### src/rtl/ysyx_24080014_pkg.sv
// Shared writeback types: trap control codes, CSR addresses,
// the writeback request bundle and a write-effect helper.
package ysyx_24080014_pkg;

  typedef enum logic [1:0] {
    CSRS_NONE  = 2'd0,
    CSRS_ECALL = 2'd1,
    CSRS_MRET  = 2'd2
  } csrs_ctl_e;

  localparam logic [11:0] CSR_MSTATUS = 12'h300;
  localparam logic [11:0] CSR_MTVEC   = 12'h305;
  localparam logic [11:0] CSR_MEPC    = 12'h341;
  localparam logic [11:0] CSR_MCAUSE  = 12'h342;

  localparam int WB_XLEN = 32;

  typedef struct packed {
    logic [4:0]         rd;
    logic [WB_XLEN-1:0] data;
    logic [1:0]         csrs_ctl;
    logic [11:0]        csr_waddr;
    logic [WB_XLEN-1:0] pc;
  } wb_req_t;

  // A staged write touches the register file only if it
  // names a GPR other than x0 or carries a CSR effect.
  function automatic logic wb_has_effect(
    input logic [4:0]  rd,
    input logic [1:0]  ctl,
    input logic [11:0] waddr
  );
    return (rd != 5'd0) || (ctl != 2'd0) ||
           (waddr != 12'd0);
  endfunction

endpackage

### src/rtl/ysyx_24080014_wb_arb_if.sv
// Writeback bus: EXU and LSU request channels plus the
// register-file write port and retire outputs.
interface ysyx_24080014_wb_arb_if #(
  parameter int XLEN  = 32,
  parameter int CNT_W = 32
);
  logic            exu_valid;
  logic            exu_ready;
  logic [4:0]      exu_rd;
  logic [XLEN-1:0] exu_data;
  logic [1:0]      exu_csrs_ctl;
  logic [11:0]     exu_csr_waddr;
  logic [XLEN-1:0] exu_pc;

  logic            lsu_valid;
  logic            lsu_ready;
  logic [4:0]      lsu_rd;
  logic [XLEN-1:0] lsu_data;
  logic [XLEN-1:0] lsu_pc;

  logic             RegWr;
  logic [4:0]       rd;
  logic [XLEN-1:0]  rd_data;
  logic [1:0]       csrs_ctl;
  logic [11:0]      csrs_rs1_write_add;
  logic [XLEN-1:0]  pc;
  logic             retire;
  logic [CNT_W-1:0] retire_cnt;

  modport master (
    output exu_valid, exu_rd, exu_data,
    output exu_csrs_ctl, exu_csr_waddr, exu_pc,
    output lsu_valid, lsu_rd, lsu_data, lsu_pc,
    input  exu_ready, lsu_ready,
    input  RegWr, rd, rd_data, csrs_ctl,
    input  csrs_rs1_write_add, pc,
    input  retire, retire_cnt
  );

  modport slave (
    input  exu_valid, exu_rd, exu_data,
    input  exu_csrs_ctl, exu_csr_waddr, exu_pc,
    input  lsu_valid, lsu_rd, lsu_data, lsu_pc,
    output exu_ready, lsu_ready,
    output RegWr, rd, rd_data, csrs_ctl,
    output csrs_rs1_write_add, pc,
    output retire, retire_cnt
  );

endinterface

### src/rtl/ysyx_24080014_rr_arb2.sv
// Two-way EXU/LSU grant with last-winner tracking.
// YSYX_24080014_WB_RR_EN selects round-robin tie-break.
module ysyx_24080014_rr_arb2 (
  input  logic clk,
  input  logic rst,
  input  logic hold,
  input  logic req_exu,
  input  logic req_lsu,
  output logic gnt_exu,
  output logic gnt_lsu
);

  // 0 = EXU won last, 1 = LSU won last
  logic last_q, last_d;
  logic tie_lsu;

  always_comb begin
`ifdef YSYX_24080014_WB_RR_EN
    tie_lsu = ~last_q;
`else
    tie_lsu = 1'b1;
`endif
    gnt_lsu = !hold && req_lsu &&
              (!req_exu || tie_lsu);
    gnt_exu = !hold && req_exu &&
              (!req_lsu || !tie_lsu);
    last_d = last_q;
    unique case (1'b1)
      gnt_lsu: last_d = 1'b1;
      gnt_exu: last_d = 1'b0;
      default: last_d = last_q;
    endcase
  end

  // Reset to LSU so EXU takes the first tie.
  always_ff @(posedge clk or posedge rst) begin
    if (rst) last_q <= 1'b1;
    else     last_q <= last_d;
  end

endmodule

### src/rtl/ysyx_24080014_wb_arb.sv
// Writeback arbiter: one registered write stage shared by
// EXU and LSU; retire pulse/counter. Macro: YSYX_24080014_WB_RR_EN.
module ysyx_24080014_wb_arb
  import ysyx_24080014_pkg::*;
#(
  parameter int XLEN  = 32,
  parameter int CNT_W = 32
) (
  input logic clk,
  input logic rst,
  ysyx_24080014_wb_arb_if.slave bus
);

  logic gnt_exu, gnt_lsu;

  logic             ws_valid_q, ws_valid_d;
  logic [4:0]       rd_q, rd_d;
  logic [XLEN-1:0]  data_q, data_d;
  logic [XLEN-1:0]  pc_q, pc_d;
  logic [1:0]       ctl_q, ctl_d;
  logic [11:0]      waddr_q, waddr_d;
  logic             trap_hold_q, trap_hold_d;
  logic [CNT_W-1:0] retire_cnt_q, retire_cnt_d;

  ysyx_24080014_rr_arb2 u_arb (
    .clk     (clk),
    .rst     (rst),
    .hold    (trap_hold_q),
    .req_exu (bus.exu_valid),
    .req_lsu (bus.lsu_valid),
    .gnt_exu (gnt_exu),
    .gnt_lsu (gnt_lsu)
  );

  always_comb begin
    ws_valid_d   = gnt_exu | gnt_lsu;
    rd_d         = rd_q;
    data_d       = data_q;
    pc_d         = pc_q;
    ctl_d        = ctl_q;
    waddr_d      = waddr_q;
    trap_hold_d  = 1'b0;
    retire_cnt_d = retire_cnt_q + CNT_W'(ws_valid_q);
    unique case (1'b1)
      gnt_lsu: begin
        rd_d    = bus.lsu_rd;
        data_d  = bus.lsu_data;
        pc_d    = bus.lsu_pc;
        ctl_d   = CSRS_NONE;
        waddr_d = 12'd0;
      end
      gnt_exu: begin
        rd_d    = bus.exu_rd;
        data_d  = bus.exu_data;
        pc_d    = bus.exu_pc;
        ctl_d   = bus.exu_csrs_ctl;
        waddr_d = bus.exu_csr_waddr;
        // Freeze grants one cycle so the trap redirect settles.
        trap_hold_d = bus.exu_csrs_ctl != CSRS_NONE;
      end
      default: ;
    endcase
  end

  always_ff @(posedge clk or posedge rst) begin
    if (rst) begin
      ws_valid_q   <= 1'b0;
      rd_q         <= '0;
      data_q       <= '0;
      pc_q         <= '0;
      ctl_q        <= '0;
      waddr_q      <= '0;
      trap_hold_q  <= 1'b0;
      retire_cnt_q <= '0;
    end else begin
      ws_valid_q   <= ws_valid_d;
      rd_q         <= rd_d;
      data_q       <= data_d;
      pc_q         <= pc_d;
      ctl_q        <= ctl_d;
      waddr_q      <= waddr_d;
      trap_hold_q  <= trap_hold_d;
      retire_cnt_q <= retire_cnt_d;
    end
  end

  assign bus.exu_ready          = gnt_exu;
  assign bus.lsu_ready          = gnt_lsu;
  assign bus.RegWr              = ws_valid_q &&
    wb_has_effect(rd_q, ctl_q, waddr_q);
  assign bus.rd                 = rd_q;
  assign bus.rd_data            = data_q;
  assign bus.pc                 = pc_q;
  assign bus.csrs_ctl           = ctl_q;
  assign bus.csrs_rs1_write_add = waddr_q;
  assign bus.retire             = ws_valid_q;
  assign bus.retire_cnt         = retire_cnt_q;

endmodule

### src/flat_wrapper.sv
// flat-port wrapper written by rule: the top's interface ports become plain ports
module ysyx_24080014_wb_arb_flat import ysyx_24080014_pkg::*;
#(
  parameter int XLEN  = 32,
  parameter int CNT_W = 32
)
  (clk, rst, bus_exu_valid, bus_exu_rd, bus_exu_data, bus_exu_csrs_ctl, bus_exu_csr_waddr, bus_exu_pc, bus_lsu_valid, bus_lsu_rd, bus_lsu_data, bus_lsu_pc, bus_exu_ready, bus_lsu_ready, bus_RegWr, bus_rd, bus_rd_data, bus_csrs_ctl, bus_csrs_rs1_write_add, bus_pc, bus_retire, bus_retire_cnt);
  ysyx_24080014_wb_arb_if #(.XLEN(XLEN), .CNT_W(CNT_W)) bus_i ();
  input logic clk;
  input logic rst;
  input wire logic [$bits(bus_i.exu_valid)-1:0] bus_exu_valid;
  input wire logic [$bits(bus_i.exu_rd)-1:0] bus_exu_rd;
  input wire logic [$bits(bus_i.exu_data)-1:0] bus_exu_data;
  input wire logic [$bits(bus_i.exu_csrs_ctl)-1:0] bus_exu_csrs_ctl;
  input wire logic [$bits(bus_i.exu_csr_waddr)-1:0] bus_exu_csr_waddr;
  input wire logic [$bits(bus_i.exu_pc)-1:0] bus_exu_pc;
  input wire logic [$bits(bus_i.lsu_valid)-1:0] bus_lsu_valid;
  input wire logic [$bits(bus_i.lsu_rd)-1:0] bus_lsu_rd;
  input wire logic [$bits(bus_i.lsu_data)-1:0] bus_lsu_data;
  input wire logic [$bits(bus_i.lsu_pc)-1:0] bus_lsu_pc;
  output wire logic [$bits(bus_i.exu_ready)-1:0] bus_exu_ready;
  output wire logic [$bits(bus_i.lsu_ready)-1:0] bus_lsu_ready;
  output wire logic [$bits(bus_i.RegWr)-1:0] bus_RegWr;
  output wire logic [$bits(bus_i.rd)-1:0] bus_rd;
  output wire logic [$bits(bus_i.rd_data)-1:0] bus_rd_data;
  output wire logic [$bits(bus_i.csrs_ctl)-1:0] bus_csrs_ctl;
  output wire logic [$bits(bus_i.csrs_rs1_write_add)-1:0] bus_csrs_rs1_write_add;
  output wire logic [$bits(bus_i.pc)-1:0] bus_pc;
  output wire logic [$bits(bus_i.retire)-1:0] bus_retire;
  output wire logic [$bits(bus_i.retire_cnt)-1:0] bus_retire_cnt;
  assign bus_i.exu_valid = bus_exu_valid;
  assign bus_i.exu_rd = bus_exu_rd;
  assign bus_i.exu_data = bus_exu_data;
  assign bus_i.exu_csrs_ctl = bus_exu_csrs_ctl;
  assign bus_i.exu_csr_waddr = bus_exu_csr_waddr;
  assign bus_i.exu_pc = bus_exu_pc;
  assign bus_i.lsu_valid = bus_lsu_valid;
  assign bus_i.lsu_rd = bus_lsu_rd;
  assign bus_i.lsu_data = bus_lsu_data;
  assign bus_i.lsu_pc = bus_lsu_pc;
  assign bus_exu_ready = bus_i.exu_ready;
  assign bus_lsu_ready = bus_i.lsu_ready;
  assign bus_RegWr = bus_i.RegWr;
  assign bus_rd = bus_i.rd;
  assign bus_rd_data = bus_i.rd_data;
  assign bus_csrs_ctl = bus_i.csrs_ctl;
  assign bus_csrs_rs1_write_add = bus_i.csrs_rs1_write_add;
  assign bus_pc = bus_i.pc;
  assign bus_retire = bus_i.retire;
  assign bus_retire_cnt = bus_i.retire_cnt;
  ysyx_24080014_wb_arb #(.XLEN(XLEN), .CNT_W(CNT_W)) u_core (.clk(clk), .rst(rst), .bus(bus_i));
endmodule
### config.mk
export PLATFORM = sky130hd
export DESIGN_NAME = ysyx_24080014_wb_arb_flat
export DESIGN_NICKNAME = d
export VERILOG_FILES = /design/src/rtl/ysyx_24080014_pkg.sv /design/src/rtl/ysyx_24080014_wb_arb_if.sv /design/src/rtl/ysyx_24080014_rr_arb2.sv /design/src/rtl/ysyx_24080014_wb_arb.sv /design/src/flat_wrapper.sv
export SDC_FILE = /design/constraint.sdc
export NUM_CORES = 1
export LEC_CHECK = 0
export BUFFER_PORTS_ARGS = -buffer_cell sky130_fd_sc_hd__buf_2
export CORE_UTILIZATION = 40
export CTS_CLUSTER_DIAMETER = 40
export DETAILED_ROUTE_END_ITERATION = 7
export PLACE_DENSITY = 0.79
export SLEW_MARGIN = 30
export SYNTH_ARGS = -nofsm -noshare
export SYNTH_HDL_FRONTEND = slang
export SYNTH_SLANG_ARGS = --single-unit
### constraint.sdc
create_clock -name clk -period 12.3 [get_ports clk]
set_input_delay 2.46 -clock clk [delete_from_list [all_inputs] [get_ports clk]]
set_output_delay 2.46 -clock clk [all_outputs]
set_load 0.05 [all_outputs]
==> impl_metrics.toml, run 1 <==
[placed_design]
hpwl_mm = 10.6
portBuffers = 274
globalplace.congestion = 0.852

[global_routing]
antenna_found_initial = 0
grt_usage = 0.232
grt_pass1_wl_mm = 23.3
grt-ovfl-total = 0
grt_pass1_vias = 4657
grt_max_degree = 85

[critical_path]
end_kind = "primary output"
path_class = "in -> out"
path_buf_inv = 3
cp-start-kind = "primary input"
critPathSlowestCell = "buf_4"
crit_path_max_fanout = 72
cp.arrival_ps = 3680
critPathRequiredTime_ps = 9840
slowest_delay_ps = 550
crit_path_cell_trace = "buf_4 -> nor2b_4 -> nor2b_1 -> buf_4 -> buf_2"
critPathMostFrequentCell = "buf_4"
cp_top_family = "buffers and inverters"

[sta]
fin_setup_tns_ps = 0
slew_violations = 0
fin_worst_skew_ps = 9.57
slew_headroom = 0.410
hold_violations = 0
rsz0062_at_grt = "no"
tightestPinTransition_ps = 885
finalCritPeriodShare = 0.499
worst_hold_slack_ps = 463
fin_crit_ps = 6140
fmax_mhz = 163
setup_viol = 0

[cts]
ctsResizeCount = 0
postCtsHoldBufs = 0
clkTransAtPathRegs_ps = 50
cts.sink_count = 117
htree_levels = 4
cts-root-buf = "clkbuf_16"
post_cts_buffers = 0
max-clock-path-buffers = 2
insertion_delay_ps = 400
cts_tree = "done"
numCtsBuffers = 17

[synthesis]
yosys_register_bits = 117
netlist_area_sq_um = 5120
synth-seq-area-share = 0.572
avgSynthCellArea_sq_um = 10.5
synth.distinct_cells = 29
yosysWarningCount = 0
synth_fp_nets = 645
synth_cells = 486

[run_status]
outcome = "finished clean"

[route]
first_pass_iters = 5
post_drt_wl_per_cell_um = 16.0
ant_nets = 0
drt_iter0_drc = 321
routed_wl_mm = 14.8
viasPerCell = 5.13
via_count = 4742
post-route-drc-count = 0

[power]
clkPwrFrac = 0.388
p_seq_frac = 0.363
peakVddDrop_v = 0.0000845
p_comb_frac = 0.250
p_switching_uw = 440
switching_share = 0.344
p_int_uw = 839
leakage_nw = 3.66
pwr_density_cell_nw_per_um2 = 178

[floorplan]
fp.dieH_um = 115
die_area_sq_um = 13300
initial_core_util = 0.418
rows = 40
die_w_um = 115
coreArea_sq_um = 12300
ios = 275

[finish]
syn_to_final_growth_pct = 40.6
fin_nets = 905
diodes = 0
final_common_cell = "buf_2"
fin_util = 0.587
drive_gt1_frac = 0.427
most-common-layout-cells = "buf_2 (273), dfrtp_1 (116), nand2_1 (76)"

[run]
maxCapViolations = 0

[hold_path]
holdCritPathClass = "reg -> reg"
==> power by group through the flow <==
stage | combinational [mW] | sequential [mW] | clock, mW
final | 0.319 | 0.464 | 0.496
after floorplan | 0.0753 | 0.614 | 0
after global placement | 0.318 | 0.467 | 0
after detailed placement | 0.322 | 0.469 | 0
after global routing | 0.339 | 0.470 | 0.524
after CTS | 0.322 | 0.463 | 0.504
==> state kept, by name, indices dropped and copies added, names as in the netlist <==
register and count:
u_core.trap_hold_q 1, u_core.bus.retire 1, u_core.bus.rd 5, u_core.bus.csrs_ctl 2, u_core.bus.retire_cnt 32, u_core.bus.pc 32
u_core.bus.rd_data 32, u_core.bus.csrs_rs1_write_add 12
==> per-layer routing <==
layer,GRT usage,wire (um),vias up
li1,-,-,2279
met1,0.270,6020,2250
met2,0.412,7610,193
met3,0.0590,834,20
met4,0.0883,301,0
met5,0,0,-
==> worst paths after layout <==
kind / cells past startpoint / startpoint / endpoint / slack, ps
setup / recovery: 5 / bus_lsu_valid / bus_exu_ready / 6160
hold / removal: 1 / u_core.bus.retire_cnt[31]$_DFF_PP0_ / u_core.bus.retire_cnt[31]$_DFF_PP0_ / 460
setup reg to reg: 4 / u_core.trap_hold_q$_DFF_PP0_ / u_core.bus.csrs_rs1_write_add[1]$_DFFE_PP0P_ / 9970
hold reg to reg: 1 / u_core.bus.retire_cnt[31]$_DFF_PP0_ / u_core.bus.retire_cnt[31]$_DFF_PP0_ / 460
max in group asynchronous: 3 / rst / u_core.trap_hold_q$_DFF_PP0_ / 8870
min in group asynchronous: 2 / rst / u_core.bus.rd_data[12]$_DFFE_PP0P_ / 2160
==> logic make-up (layout without fill, tap and decap cells) <==
logic type / Yosys count / count (layout) / share of synthesized area
compound gates: 154 / 154 / 0.196
xor+xnor: 30 / 30 / 0.0513
fa+ha+maj: 3 / 3 / 0.00733
buf+inv: 44 / 315 / 0.0337
flops: 117 / 117 / 0.572
simple gates: 138 / 138 / 0.140
==> synth_stat cells <==
cell      count  area, sq um
nand4_2       1         12.5
nor4_1        6         37.5
or4_4         1         11.3
nor2b_1       3         18.8
nand3_1      15         75.1
and3_1        5         31.3
xnor2_1      14          123
o21a_1        1         7.51
or2_1         1         6.26
nand2_1      76          285
and4_1        3         26.3
buf_6         1         11.3
a22oi_1      69          518
ha_1          3         37.5
or3_1         1         6.26
xor2_1       16          140
o41a_1        1         11.3
clkbuf_1     37          139
nor4_4        1         21.3
o21ai_0      55          275
clkinv_1      1         3.75
inv_1         5         18.8
a22o_1       14          123
nor4_2        8          100
dfrtp_1     117         2930
nor3_1        4         20.0
nand4_1       6         37.5
o21ai_1      14         70.1
nor2_1        7         26.3
==> worst register-to-register path, delay by kind of cell (launching register included) <==
family                 cells  cell delay [ps]
buffers and inverters      2             1140
DFF                        1              540
and+or+nand+nor            1              230
AOI/OAI and AO/OA          1              360
==> final cells by class <==
| cell class | instances | area (sq um) |
|---|---|---|
| Inverter | 6 | 25.0 |
| Tap cell | 168 | 210 |
| Sequential cell | 117 | 2930 |
| Multi-Input combinational cell | 325 | 2030 |
| Fill cell | 1105 | 5060 |
| Clock buffer | 21 | 470 |
| Clock inverter | 9 | 128 |
| Timing Repair Buffer | 279 | 1410 |
==> metrics by stage <==
step / setup WS [ps] / total power, mW / cells / area, sq um
final: 6160 / 1.28 / 925 / 7200
after global routing: 6080 / 1.33 / 925 / 7200
after CTS: 6180 / 1.29 / 925 / 7200
after detailed placement: 6180 / 0.791 / 895 / 6600
after global placement: 5830 / 0.784 / 895 / 6600
after floorplan: 5920 / 0.689 / 486 / 5120
(Power assumes the default switching activity.)
==> inputs of run 2 (changes only) <==
==> constraint.sdc (replaced) <==
create_clock -name clk -period 6.1 [get_ports clk]
set_input_delay 1.22 -clock clk [delete_from_list [all_inputs] [get_ports clk]]
set_output_delay 1.22 -clock clk [all_outputs]
set_load 0.05 [all_outputs]
==> run 2 against run 1 <==
  * First-iteration DRC count fell by 13%
  * Critical path depth is 1 higher
  * Sequential cell count is the same
  * Highest routed layer unchanged
  * Critical endpoint unchanged
==> impl_metrics.toml, run 2 (same netlist as run 1, synthesis figures left out) <==
[cts]
insertion_delay_ps = 410
postCtsHoldBufs = 0
cts_tree = "done"
cts.sink_count = 117
ctsResizeCount = 0
post_cts_buffers = 0
numCtsBuffers = 17
htree_levels = 4
cts-root-buf = "clkbuf_16"
clkTransAtPathRegs_ps = 50
max-clock-path-buffers = 2

[power]
leakage_nw = 3.64
p_switching_uw = 877
p_int_mw = 1.58
p_comb_frac = 0.264
peakVddDrop_v = 0.000156
pwr_density_cell_nw_per_um2 = 344
clkPwrFrac = 0.357
p_seq_frac = 0.380
switching_share = 0.358

[critical_path]
cp.arrival_ps = 2550
r2r_cells = 5
cp-start-kind = "primary input"
r2r_setup_slack_ps = 3590
critPathSlowestCell = "buf_4"
crit_path_cell_trace = "buf_2 -> buf_4 -> nor2b_4 -> nor2b_1 -> buf_4 -> buf_2"
path_class = "in -> out"
crit_path_max_fanout = 72
reg2reg_from = "u_core.trap_hold_q$_DFF_PP0_"
slowest_delay_ps = 560
critPathRequiredTime_ps = 4880
reg2reg_to = "u_core.bus.rd_data[19]$_DFFE_PP0P_"
end_kind = "primary output"

[sta]
finalCritPeriodShare = 0.619
fin_crit_ps = 3770
fin_setup_tns_ps = 0
rsz0062_at_grt = "no"
fin_worst_skew_ps = 5.12
worst_slack_ps = 2330
slew_headroom = 0.421
fmax_mhz = 265
hold_violations = 0
tightestPinTransition_ps = 868
setup_viol = 0
slew_violations = 0

[placed_design]
portBuffers = 274
hpwl_mm = 10.7
dpl.cell_count = 896
place_ws_ps = 2340
globalplace.congestion = 0.861

[hold_path]
worst_hold_path.endpoint = "u_core.bus.retire_cnt[31]$_DFF_PP0_"
worstHoldStart = "u_core.bus.retire_cnt[31]$_DFF_PP0_"
hold_depth = 1
holdCritPathClass = "reg -> reg"

[floorplan]
initial_core_util = 0.418
rows = 40
coreArea_sq_um = 12300
fp.dieH_um = 115
die_w_um = 115
die_area_sq_um = 13300
ios = 275

[run_status]
outcome = "finished clean"

[route]
drt_iter0_drc = 279
first_pass_iters = 4
via_count = 4730
post_drt_wl_per_cell_um = 16.1
post-route-drc-count = 0
viasPerCell = 5.11
routed_wl_mm = 14.9
ant_nets = 0

[global_routing]
antenna_found_initial = 0
grt_pass1_vias = 4554
grt_pass1_wl_mm = 23.3
grt-ovfl-total = 0
grt_usage = 0.235
grt_max_degree = 73

[finish]
syn_to_final_growth_pct = 39.2
instances_no_fill = 926
most-common-layout-cells = "buf_2 (274), dfrtp_1 (116), nand2_1 (76)"
fin_nets = 906
final_common_cell = "buf_2"
fillers = 1098
diodes = 0
drive_gt1_frac = 0.423

[run]
maxCapViolations = 0
-- run 2: changes by cell type in the layout (fill, tap and decap cells not counted), sizes merged --
cell,delta
clkinv,+2
bufinv,-3
clkinvlp,-3
buf,+1
clkbuf,+4
-- run 2: power by group through the flow --
stage	combinational, mW	clock [mW]	sequential, mW
2_1_floorplan	0.152	0	1.24
3_3_place_gp	0.643	0	0.939
3_5_place_dp	0.653	0	0.943
4_1_cts	0.653	0.891	0.931
5_1_grt	0.687	0.928	0.944
6_report	0.647	0.875	0.932
-- run 2: stage by stage --
step | hold WS, ps | util | power [mW] | instance area, sq um
4_1_cts | 464 | 0.581 | 2.47 | 7130
5_1_grt | 489 | 0.581 | 2.56 | 7130
6_report | 463 | 0.581 | 2.45 | 7130
2_1_floorplan | 750 | - | 1.39 | 5120
3_5_place_dp | 458 | 0.539 | 1.60 | 6610
3_3_place_gp | 453 | 0.539 | 1.58 | 6610
-- run 2: worst max path at each step --
stage	from	to	cells past startpoint
finish	bus_lsu_valid	bus_exu_ready	6
floorplan	rst	u_core.bus.csrs_ctl[0]$_DFFE_PP0P_	1
CTS	bus_lsu_valid	bus_exu_ready	6
global placement	bus_lsu_valid	bus_exu_ready	6
global route	bus_lsu_valid	bus_exu_ready	6
detailed placement	bus_lsu_valid	bus_exu_ready	6
-- run 2: final cells by class --
class | count | area, sq um | share of cell area
Multi-Input combinational cell | 325 | 2030 | 0.284
Sequential cell | 117 | 2930 | 0.411
Clock inverter | 5 | 25.0 | 0.00351
Tap cell | 168 | 210 | 0.0295
Clock buffer | 25 | 495 | 0.0695
Timing Repair Buffer | 280 | 1420 | 0.199
Inverter | 6 | 25.0 | 0.00351
-- run 2: layer usage --
metal | vias to the layer above | GRT usage | share of wire
met5 | - | 0 | 0
met2 | 167 | 0.403 | 0.50
met1 | 2261 | 0.275 | 0.42
met4 | 0 | 0.110 | 0.026
li1 | 2275 | - | -
met3 | 27 | 0.0617 | 0.053
-- run 2: worst max-delay path: cells and delay by family --
kind	cells	cell delay, ps
buf+inv	4	1070
simple gates	2	220
